[src/rtl/ext_mem_pkg.sv]
// Shared definitions for the ext_mem_io peripheral: register addresses,
// STATUS bit positions and the decoded register select.
package ext_mem_pkg;

    // Register word addresses on the external memory port
    localparam int ADDR_GPIO_OUT = 0;
    localparam int ADDR_GPIO_IN  = 1;
    localparam int ADDR_USEC_LO  = 2;
    localparam int ADDR_USEC_HI  = 3;
    localparam int ADDR_TIMER    = 4;
    localparam int ADDR_STATUS   = 5;

    // STATUS register bit positions
    localparam int STATUS_EXPIRED_BIT = 0;

    // Decoded register select; SEL_NONE covers every unmapped address
    typedef enum logic [2:0] {
        SEL_GPIO_OUT = 3'd0,
        SEL_GPIO_IN  = 3'd1,
        SEL_USEC_LO  = 3'd2,
        SEL_USEC_HI  = 3'd3,
        SEL_TIMER    = 3'd4,
        SEL_STATUS   = 3'd5,
        SEL_NONE     = 3'd7
    } reg_sel_e;

    // Map the low three address bits to a register select. Any address with
    // a nonzero bit above bit 2 falls outside the map.
    function automatic reg_sel_e decode_addr(input logic [2:0] low,
                                             input logic       upper_zero);
        reg_sel_e sel;
        sel = SEL_NONE;
        if (upper_zero) begin
            case (low)
                3'd0:    sel = SEL_GPIO_OUT;
                3'd1:    sel = SEL_GPIO_IN;
                3'd2:    sel = SEL_USEC_LO;
                3'd3:    sel = SEL_USEC_HI;
                3'd4:    sel = SEL_TIMER;
                3'd5:    sel = SEL_STATUS;
                default: sel = SEL_NONE;
            endcase
        end
        return sel;
    endfunction

endpackage

[src/rtl/usec_tick_gen.sv]
// Microsecond prescaler: divides I_CLK down to a one-cycle tick that is high
// while the phase counter sits at its last value, i.e. once every
// P_CLK_CYCLES_PER_MICROSECOND cycles. The phase restarts at 0 on reset, so
// the first tick edge is exactly P cycles after reset is released.
module usec_tick_gen #(
    parameter int P_CLK_CYCLES_PER_MICROSECOND = 50
) (
    input  logic I_CLK,
    input  logic I_RESET,
    output logic O_TICK
);

    localparam int CNT_W = $clog2(P_CLK_CYCLES_PER_MICROSECOND);
    localparam logic [CNT_W-1:0] LAST = CNT_W'(P_CLK_CYCLES_PER_MICROSECOND - 1);

    logic [CNT_W-1:0] count;

    // The tick is a pure decode of the registered phase count, so it is
    // glitch-free at the register boundary and exactly one cycle wide.
    assign O_TICK = (count == LAST);

    // Phase counter: 0 .. P-1, then wrap
    always_ff @(posedge I_CLK) begin
        if (I_RESET) begin
            count <= '0;
        end else if (O_TICK) begin
            count <= '0;
        end else begin
            count <= count + CNT_W'(1);
        end
    end

endmodule

[src/rtl/ext_mem_io.sv]
// CR16 external-memory peripheral: open-drain GPIO with synchronised inputs,
// a free-running microsecond counter with a tear-free upper-half snapshot,
// and a one-shot microsecond countdown timer with a sticky expiry interrupt.
//
// Bus semantics: there is no handshake. Every cycle is a transfer. With
// I_EXT_MEM_WRITE_ENABLE=1 the addressed register takes I_EXT_MEM_DATA on
// that edge and O_EXT_MEM_DATA holds its previous value; with it at 0 the
// addressed register is captured into O_EXT_MEM_DATA on that edge, so read
// data is valid exactly one cycle after the address is presented.
module ext_mem_io
    import ext_mem_pkg::*;
#(
    parameter int P_DATA_WIDTH                 = 16,
    parameter int P_ADDRESS_WIDTH              = 3,
    parameter int P_GPIO_COUNT                 = 2,
    parameter int P_CLK_CYCLES_PER_MICROSECOND = 50
) (
    input  logic                       I_CLK,
    input  logic                       I_RESET,
    input  logic [P_DATA_WIDTH-1:0]    I_EXT_MEM_DATA,
    input  logic [P_ADDRESS_WIDTH-1:0] I_EXT_MEM_ADDRESS,
    input  logic                       I_EXT_MEM_WRITE_ENABLE,
    output logic [P_DATA_WIDTH-1:0]    O_EXT_MEM_DATA,
    input  logic [P_GPIO_COUNT-1:0]    I_GPIO_IN,
    output logic [P_GPIO_COUNT-1:0]    O_GPIO_DRIVE_LOW,
    output logic                       O_TIMER_IRQ
);

    localparam int W  = P_DATA_WIDTH;
    localparam int CW = 2 * P_DATA_WIDTH;
    localparam int G  = P_GPIO_COUNT;

    // ------------------------------------------------------------------
    // Microsecond tick
    // ------------------------------------------------------------------
    logic tick;

    usec_tick_gen #(
        .P_CLK_CYCLES_PER_MICROSECOND(P_CLK_CYCLES_PER_MICROSECOND)
    ) u_tick (
        .I_CLK  (I_CLK),
        .I_RESET(I_RESET),
        .O_TICK (tick)
    );

    // ------------------------------------------------------------------
    // Address decode
    // ------------------------------------------------------------------
    logic     upper_zero;
    reg_sel_e sel;

    if (P_ADDRESS_WIDTH > 3) begin : g_upper
        assign upper_zero = ~|I_EXT_MEM_ADDRESS[P_ADDRESS_WIDTH-1:3];
    end else begin : g_no_upper
        assign upper_zero = 1'b1;
    end

    assign sel = decode_addr(I_EXT_MEM_ADDRESS[2:0], upper_zero);

    logic rd_en;
    logic wr_gpio;
    logic wr_timer;
    logic wr_status;
    logic rd_usec_lo;

    assign rd_en      = ~I_EXT_MEM_WRITE_ENABLE;
    assign wr_gpio    = I_EXT_MEM_WRITE_ENABLE & (sel == SEL_GPIO_OUT);
    assign wr_timer   = I_EXT_MEM_WRITE_ENABLE & (sel == SEL_TIMER);
    assign wr_status  = I_EXT_MEM_WRITE_ENABLE & (sel == SEL_STATUS);
    assign rd_usec_lo = rd_en & (sel == SEL_USEC_LO);

    // ------------------------------------------------------------------
    // GPIO: release register and registered open-drain drive
    // ------------------------------------------------------------------
    logic [G-1:0] gpio_release;
    logic [G-1:0] drive_low;

    // Release register takes writes; the pad drive follows one cycle later
    always_ff @(posedge I_CLK) begin
        if (I_RESET) begin
            gpio_release <= '1;
            drive_low    <= '0;
        end else begin
            if (wr_gpio) begin
                gpio_release <= I_EXT_MEM_DATA[G-1:0];
            end
            drive_low <= ~gpio_release;
        end
    end

    assign O_GPIO_DRIVE_LOW = drive_low;

    // ------------------------------------------------------------------
    // GPIO input synchroniser (pads are asynchronous to I_CLK)
    // ------------------------------------------------------------------
    logic [G-1:0] gpio_sync1;
    logic [G-1:0] gpio_sync2;

    // Two-flop synchroniser for the raw pad levels
    always_ff @(posedge I_CLK) begin
        if (I_RESET) begin
            gpio_sync1 <= '0;
            gpio_sync2 <= '0;
        end else begin
            gpio_sync1 <= I_GPIO_IN;
            gpio_sync2 <= gpio_sync1;
        end
    end

    // ------------------------------------------------------------------
    // Microsecond counter and upper-half snapshot
    // ------------------------------------------------------------------
    logic [CW-1:0] usec;
    logic [W-1:0]  usec_shadow;

    // Counter advances on each tick; a USEC_LO read latches the upper half
    // from the same pre-increment value the read returns, so a LO-then-HI
    // read pair never tears across a carry.
    always_ff @(posedge I_CLK) begin
        if (I_RESET) begin
            usec        <= '0;
            usec_shadow <= '0;
        end else begin
            if (tick) begin
                usec <= usec + CW'(1);
            end
            if (rd_usec_lo) begin
                usec_shadow <= usec[CW-1:W];
            end
        end
    end

    // ------------------------------------------------------------------
    // One-shot countdown timer and sticky expiry flag
    // ------------------------------------------------------------------
    logic [W-1:0] timer;
    logic         expired;
    logic         expire_evt;

    // A write on the tick edge takes priority, so only an unwritten 1->0
    // decrement counts as an expiry.
    assign expire_evt = tick & ~wr_timer & (timer == W'(1));

    // Countdown: load on write, decrement on tick while nonzero, hold at 0
    always_ff @(posedge I_CLK) begin
        if (I_RESET) begin
            timer <= '0;
        end else if (wr_timer) begin
            timer <= I_EXT_MEM_DATA;
        end else if (tick && (timer != '0)) begin
            timer <= timer - W'(1);
        end
    end

    // Sticky expiry flag: set beats a same-edge write-one-to-clear
    always_ff @(posedge I_CLK) begin
        if (I_RESET) begin
            expired <= 1'b0;
        end else if (expire_evt) begin
            expired <= 1'b1;
        end else if (wr_status && I_EXT_MEM_DATA[STATUS_EXPIRED_BIT]) begin
            expired <= 1'b0;
        end
    end

    assign O_TIMER_IRQ = expired;

    // ------------------------------------------------------------------
    // Read mux and registered read data
    // ------------------------------------------------------------------
    logic [W-1:0] rd_value;

    // Select the addressed register; unmapped addresses and unused bits read 0
    always_comb begin
        rd_value = '0;
        case (sel)
            SEL_GPIO_OUT: rd_value[G-1:0] = gpio_release;
            SEL_GPIO_IN:  rd_value[G-1:0] = gpio_sync2;
            SEL_USEC_LO:  rd_value        = usec[W-1:0];
            SEL_USEC_HI:  rd_value        = usec_shadow;
            SEL_TIMER:    rd_value        = timer;
            SEL_STATUS:   rd_value[STATUS_EXPIRED_BIT] = expired;
            default:      rd_value        = '0;
        endcase
    end

    // Read data register: updates on read cycles, holds through writes
    always_ff @(posedge I_CLK) begin
        if (I_RESET) begin
            O_EXT_MEM_DATA <= '0;
        end else if (rd_en) begin
            O_EXT_MEM_DATA <= rd_value;
        end
    end

endmodule

[config.mk]
export PLATFORM = sky130hd
export DESIGN_NAME = ext_mem_io
export DESIGN_NICKNAME = d
export VERILOG_FILES = /design/src/rtl/ext_mem_pkg.sv /design/src/rtl/usec_tick_gen.sv /design/src/rtl/ext_mem_io.sv
export SDC_FILE = /design/constraint.sdc
export NUM_CORES = 1
export LEC_CHECK = 0
export CAP_MARGIN = 20
export CELL_PAD_IN_SITES_DETAIL_PLACEMENT = 1
export CELL_PAD_IN_SITES_GLOBAL_PLACEMENT = 1
export CORE_MARGIN = 4
export CORE_UTILIZATION = 30
export CTS_CLUSTER_DIAMETER = 60
export CTS_CLUSTER_SIZE = 40
export DETAILED_ROUTE_END_ITERATION = 7
export MAX_ROUTING_LAYER = met4
export PLACE_DENSITY = 0.55
export SLEW_MARGIN = 20
export SYNTH_ARGS = -nofsm -noshare
export SYNTH_HDL_FRONTEND = slang
export SYNTH_HIERARCHICAL = 1
export SYNTH_SLANG_ARGS = --single-unit
[constraint.sdc]
create_clock -name I_CLK -period 2.7 [get_ports I_CLK]
set_input_delay 0.27 -clock I_CLK [delete_from_list [all_inputs] [get_ports I_CLK]]
set_output_delay 0.27 -clock I_CLK [all_outputs]
set_load 0.01 [all_outputs]
## After elaboration in Yosys (flattened, before gate mapping)

Index checks and enable logic that the tools add are counted.

- Bits of input ports: 24
- Word-level logic and storage cells: 50
- Register bits after elaboration: 95

- Multiplexer cells: 8
- Reductions and logical operators: 8
- Eq/ne operators: 12
- Bitwise logic cells: 9
- Add/subtract/negate cells: 3

Operators by type and width:

| cell | count |
|---|---|
| one-hot mux 14 bit (3 select lines) | 1 |
| adder 32 x 1 -> 32 bit, second input constant | 1 |
| 2-to-1 mux 16 bit | 2 |
| one-hot mux 3 bit (6 select lines) | 1 |
| == test 16 x 1 -> 1 bit, second input constant | 1 |
| nonzero test 16 bit | 1 |
| subtractor 16 x 1 -> 16 bit, second input constant | 1 |
| == test 3 x 2 -> 1 bit, second input constant | 4 |
| == test 3 bit, second input constant | 4 |
| adder 6 x 1 -> 6 bit, second input constant | 1 |
| bitwise AND 1 bit | 6 |
| == test 3 x 1 -> 1 bit, second input constant | 2 |
| == test 6 bit, second input constant | 1 |
| logical NOT 3 bit | 2 |
| one-hot mux 1 bit (6 select lines) | 1 |
| one-hot mux 1 bit (5 select lines) | 1 |
| nonzero test 2 bit | 2 |
| logical AND 1 bit | 2 |
| 2-to-1 mux 1 bit | 2 |
| inverter 1 bit | 2 |
| inverter 2 bit | 1 |
| OR reduction 2 bit | 1 |

## Logic depth before layout (Yosys ltp)

- Word-level depth: 8
- Mapped depth: 10
- Depth with buffers taken out: 7

## By module

Netlist, hierarchy kept.

By module, submodules not included:

| module | instances | cells an instance | area each (sq um) |
|---|---|---|---|
| ext_mem_io | 1 | 529 | 4509.3 |
| usec_tick_gen | 1 | 27 | 255.2 |

## Least setup slack after synthesis

Ideal clock, no wire load.

- Kind: flip-flop to flip-flop
- Start point: register u_tick.count[0]
- End point: register usec[26]
- Data arrival time: 2.129 ns
- Library setup time: 0.121 ns
- Setup slack: 0.450 ns
- Path buffers: 2
- Cell stages (with the launch flop): 9
- Data required time: 2.579 ns
- Path through: dfxtp_1 -> ha_1 -> and4_1 -> and4_1 -> buf_2 -> nand3_1 -> clkbuf_1 -> nor4_1 -> mux2_2

- Longest elaborated chain between the ends: 1

Ends and longest elaborated chain:

| element | RTL line | source |
|---|---|---|
| start: declaration | usec_tick_gen.sv:16 | `logic [CNT_W-1:0] count;` |
| start signal: assignment | usec_tick_gen.sv:29 | `count <= count + CNT_W'(1);` |
| == test 6 bit | usec_tick_gen.sv:20 | `assign O_TICK = (count == LAST);` |
| named net tick | ext_mem_io.sv:36 | `logic tick;` |
| end signal: assignment | ext_mem_io.sv:125 | `usec <= usec + CW'(1);` |
| end: declaration | ext_mem_io.sv:113 | `logic [CW-1:0] usec;` |

The timed path passes the listed nets, and every way through them passes these cells.
A chain may end at the register's enable or synchronous reset.

## Worst setup path after layout

Same ends and word-level chain as after synthesis.

==> impl_metrics.xml <==
<?xml version="1.0" encoding="UTF-8"?>
<metrics>
  <group name="finish">
    <metric name="post_route_cells_drive_above_1_share" unit="">0.117</metric>
    <metric name="seqCellArea" unit="sq um">1900</metric>
    <metric name="antenna_cells" unit="">0</metric>
    <metric name="layout_common_cells" unit="">sky130_fd_sc_hd__dfxtp_1 (95), sky130_fd_sc_hd__nor2_1 (46), sky130_fd_sc_hd__a21oi_1 (45), sky130_fd_sc_hd__clkdlybuf4s50_1 (41), sky130_fd_sc_hd__nand2_1 (36)</metric>
    <metric name="layout.core_utilization" unit="">0.376</metric>
    <metric name="finalInstanceArea" unit="sq um">5770</metric>
    <metric name="multi_input_area" unit="sq um">2630</metric>
    <metric name="leading_cell_type_in_the_layout_fill_and_taps_excluded" unit="">sky130_fd_sc_hd__dfxtp_1</metric>
    <metric name="fin_nets" unit="">622</metric>
    <metric name="area_growth_syn_to_layout" unit="%">21.2</metric>
    <metric name="final.fill_count" unit="">1814</metric>
  </group>
  <group name="power">
    <metric name="p_seq_frac" unit="">0.460</metric>
    <metric name="power_frac_comb" unit="">0.087</metric>
    <metric name="p_per_area" unit="nW/um^2">544</metric>
    <metric name="power.switching_fraction" unit="">0.239</metric>
    <metric name="static-leakage-power" unit="nW">2.02</metric>
    <metric name="p_sw" unit="W">0.000753</metric>
    <metric name="worst_vdd_rail_ir_drop" unit="mV">0.256</metric>
    <metric name="clkPwrFrac" unit="">0.454</metric>
    <metric name="power_report.internal_total" unit="W">0.00239</metric>
    <metric name="total_power" unit="W">0.00314</metric>
  </group>
  <group name="hold_path">
    <metric name="hold_path.class" unit="">in2reg</metric>
  </group>
  <group name="sta">
    <metric name="fin_crit_sh" unit="">0.917</metric>
    <metric name="timing_worst_slew_pin_value" unit="ns">0.701</metric>
    <metric name="relative_slew_slack" unit="">0.532</metric>
    <metric name="setup_repair_after_global_routing_missed_its_margin" unit="">no</metric>
    <metric name="worst_hold_slack" unit="ns">0.439</metric>
    <metric name="final-max-slew-violation-count" unit="">0</metric>
    <metric name="setup_tns" unit="ns">0</metric>
    <metric name="max_freq" unit="MHz">404</metric>
    <metric name="finalHoldViolations" unit="">0</metric>
    <metric name="finalWorstPathRequiredPeriod" unit="ns">2.48</metric>
    <metric name="setup_viol" unit="">0</metric>
    <metric name="timing.clock.skew" unit="ns">0.0115</metric>
  </group>
  <group name="drt">
    <metric name="dr_total_vias" unit="">4300</metric>
    <metric name="routed_wire_length_per_instance" unit="microns">18.1</metric>
    <metric name="drt_pass1_iterations" unit="">4</metric>
    <metric name="drt_first_iter_violations" unit="">278</metric>
    <metric name="via_per_inst" unit="">5.32</metric>
    <metric name="routed_wl" unit="microns">14600</metric>
    <metric name="remaining_drc_errors" unit="">0</metric>
    <metric name="antenna_left" unit="">0</metric>
  </group>
  <group name="clock_tree">
    <metric name="ctsHoldBuffers" unit="">0</metric>
    <metric name="h-tree-depth" unit="">3</metric>
    <metric name="largest_buffer_count_on_any_clock_path" unit="">2</metric>
    <metric name="clock_tree.root_cell" unit="">sky130_fd_sc_hd__clkbuf_16</metric>
    <metric name="numCtsBuffers" unit="">9</metric>
    <metric name="worst_skew_pair.late_latency" unit="ns">0.35</metric>
    <metric name="post-cts-setup-buffers" unit="">0</metric>
    <metric name="cts_resized" unit="">0</metric>
    <metric name="clkTransAtPathRegs" unit="ns">0.07</metric>
    <metric name="numClockSinks" unit="">95</metric>
    <metric name="cts_tree" unit="">done</metric>
  </group>
  <group name="critical_path">
    <metric name="criticalPathCategory" unit="">reg2reg</metric>
    <metric name="worst_ep_arrival_time" unit="ns">2.72</metric>
    <metric name="crit_path_start_kind" unit="">flop</metric>
    <metric name="worst_ep_required_time" unit="ns">2.94</metric>
    <metric name="critical_path_peak_fanout" unit="">14</metric>
    <metric name="worst_setup_path_end_kind" unit="">flop</metric>
  </group>
  <group name="placed_design">
    <metric name="dpl-instance-area" unit="sq um">5440</metric>
    <metric name="detailedPlacementHpwl" unit="microns">10500</metric>
    <metric name="place_congestion" unit="">0.813</metric>
    <metric name="port_buffers" unit="">42</metric>
  </group>
  <group name="synth">
    <metric name="count_of_flip_flops_with_a_built_in_enable_after_synthesis" unit="">0</metric>
    <metric name="syn_inst" unit="">556</metric>
    <metric name="postSynthAreaPerCell" unit="sq um">8.57</metric>
    <metric name="synthFlopType" unit="">sky130_fd_sc_hd__dfxtp_1</metric>
    <metric name="ys_async_sr_fraction" unit="">0</metric>
    <metric name="mappedNetlistNets" unit="">586</metric>
    <metric name="yosysWarningCount" unit="">6</metric>
    <metric name="part_of_the_yosys_area_used_for_sequential_elements" unit="">0.399</metric>
    <metric name="post_synthesis_cell_area" unit="sq um">4760</metric>
    <metric name="yosysUniqueCellTypes" unit="">66</metric>
    <metric name="postSynthRegisterBits" unit="">95</metric>
  </group>
  <group name="die">
    <metric name="top_level_ports" unit="">43</metric>
    <metric name="dieArea" unit="sq um">18000</metric>
    <metric name="start_util" unit="">0.310</metric>
    <metric name="fp-row-count" unit="">45</metric>
    <metric name="fp.dieW" unit="microns">134</metric>
    <metric name="floorplan.core_area" unit="sq um">15400</metric>
    <metric name="die_h" unit="microns">134</metric>
  </group>
  <group name="global_routing">
    <metric name="number_of_antenna_violations_at_the_first_check_in_global_routing" unit="">0</metric>
    <metric name="grt_max_degree" unit="">65</metric>
    <metric name="grt.total_usage" unit="">0.172</metric>
    <metric name="grt_pass1_wl" unit="microns">24200</metric>
    <metric name="overflow" unit="">0</metric>
    <metric name="vias_in_the_first_global_route" unit="">4293</metric>
  </group>
  <group name="run_status">
    <metric name="status" unit="">completed</metric>
  </group>
  <group name="flow_run">
    <metric name="max-cap-violations" unit="">0</metric>
  </group>
</metrics>
[stage by stage]
| step | std cells | setup WS [ns] |
|---|---|---|
| 3_5_place_dp | 792 | 0.128 |
| 2_1_floorplan | 556 | 0.450 |
| 4_1_cts | 808 | 0.245 |
| 6_report | 808 | 0.224 |
| 3_3_place_gp | 792 | 0.208 |
| 5_1_grt | 808 | 0.0613 |
[power groups by stage]
stage | logic, W | registers, W | clock network (W)
floorplan | 0.000162 | 0.00148 | 0
global placement | 0.000273 | 0.00148 | 0
detailed placement | 0.000276 | 0.00148 | 0
CTS | 0.000278 | 0.00145 | 0.00148
global route | 0.000302 | 0.00145 | 0.00154
finish | 0.000273 | 0.00144 | 0.00143
[sequential cells by signal, indices dropped and copies added, names as in the netlist]
name              cells
O_EXT_MEM_DATA       16
O_GPIO_DRIVE_LOW      2
O_TIMER_IRQ           1
gpio_release          2
gpio_sync1            2
gpio_sync2            2
timer                16
u_tick/count          6
usec                 32
usec_shadow          16
[final cells by class]
type | count | share of cell area
Clock inverter | 6 | 0.0160
Timing Repair Buffer | 67 | 0.107
Clock buffer | 10 | 0.0414
Sequential cell | 95 | 0.329
Tap cell | 211 | 0.0457
Inverter | 9 | 0.00585
Multi-Input combinational cell | 410 | 0.455
[cell usage after synthesis, types with 8 or more instances]
cell type | n | share of area
sky130_fd_sc_hd__xor2_1 | 12 | 0.022
sky130_fd_sc_hd__nor4_1 | 9 | 0.012
sky130_fd_sc_hd__nor2b_1 | 15 | 0.020
sky130_fd_sc_hd__nand4_1 | 13 | 0.017
sky130_fd_sc_hd__nand2_1 | 36 | 0.028
sky130_fd_sc_hd__inv_1 | 9 | 0.0071
sky130_fd_sc_hd__nand3_1 | 30 | 0.032
sky130_fd_sc_hd__or4_1 | 17 | 0.027
sky130_fd_sc_hd__nor3_1 | 9 | 0.0095
sky130_fd_sc_hd__dfxtp_1 | 95 | 0.40
sky130_fd_sc_hd__nor2_1 | 46 | 0.036
sky130_fd_sc_hd__clkbuf_1 | 27 | 0.021
sky130_fd_sc_hd__o31ai_1 | 14 | 0.022
sky130_fd_sc_hd__a21oi_1 | 45 | 0.047
sky130_fd_sc_hd__nand2b_1 | 17 | 0.022
sky130_fd_sc_hd__a22oi_1 | 16 | 0.025
sky130_fd_sc_hd__o21ai_0 | 24 | 0.025
sky130_fd_sc_hd__a311oi_1 | 8 | 0.015
sky130_fd_sc_hd__and3_1 | 16 | 0.021
[kinds of logic after synthesis]
group,after synthesis,synth area share
compound gates,130,0.182
xor+xnor,15,0.0276
fa+ha+maj,6,0.0158
buf+inv,51,0.0517
flops,95,0.399
mux,14,0.0313
simple gates,245,0.293
[routing by layer]
| metal | GRT usage | part of all wire | routed length (microns) | vias up |
|---|---|---|---|---|
| li1 | - | - | - | 2133 |
| met1 | 0.248 | 0.51 | 7480 | 2103 |
| met2 | 0.251 | 0.44 | 6500 | 53 |
| met3 | 0.0248 | 0.034 | 495 | 11 |
| met4 | 0.0537 | 0.012 | 170 | 0 |
| met5 | - | 0 | 0 | - |
[worst max-delay path, stage by stage (launching register included)]
cell,delay [ns]
sky130_fd_sc_hd__dfxtp_1,0.41
sky130_fd_sc_hd__ha_1,0.19
sky130_fd_sc_hd__and4_1,0.30
sky130_fd_sc_hd__and4_1,0.40
sky130_fd_sc_hd__nand3_1,0.12
sky130_fd_sc_hd__buf_4,0.21
sky130_fd_sc_hd__nor4_1,0.36
sky130_fd_sc_hd__mux2_2,0.37
[worst paths after layout]
check	startpoint	endpoint	slack, ns	cells past startpoint
worst max-delay path	u_tick/count[0]	usec[26]	0.22	7
worst min-delay path	I_RESET	usec[8]	0.44	3
worst max register to register	u_tick/count[0]	usec[26]	0.22	7
worst min register to register	gpio_sync1[0]	gpio_sync2[0]	0.44	1
Power figures use the tool's default switching activity.
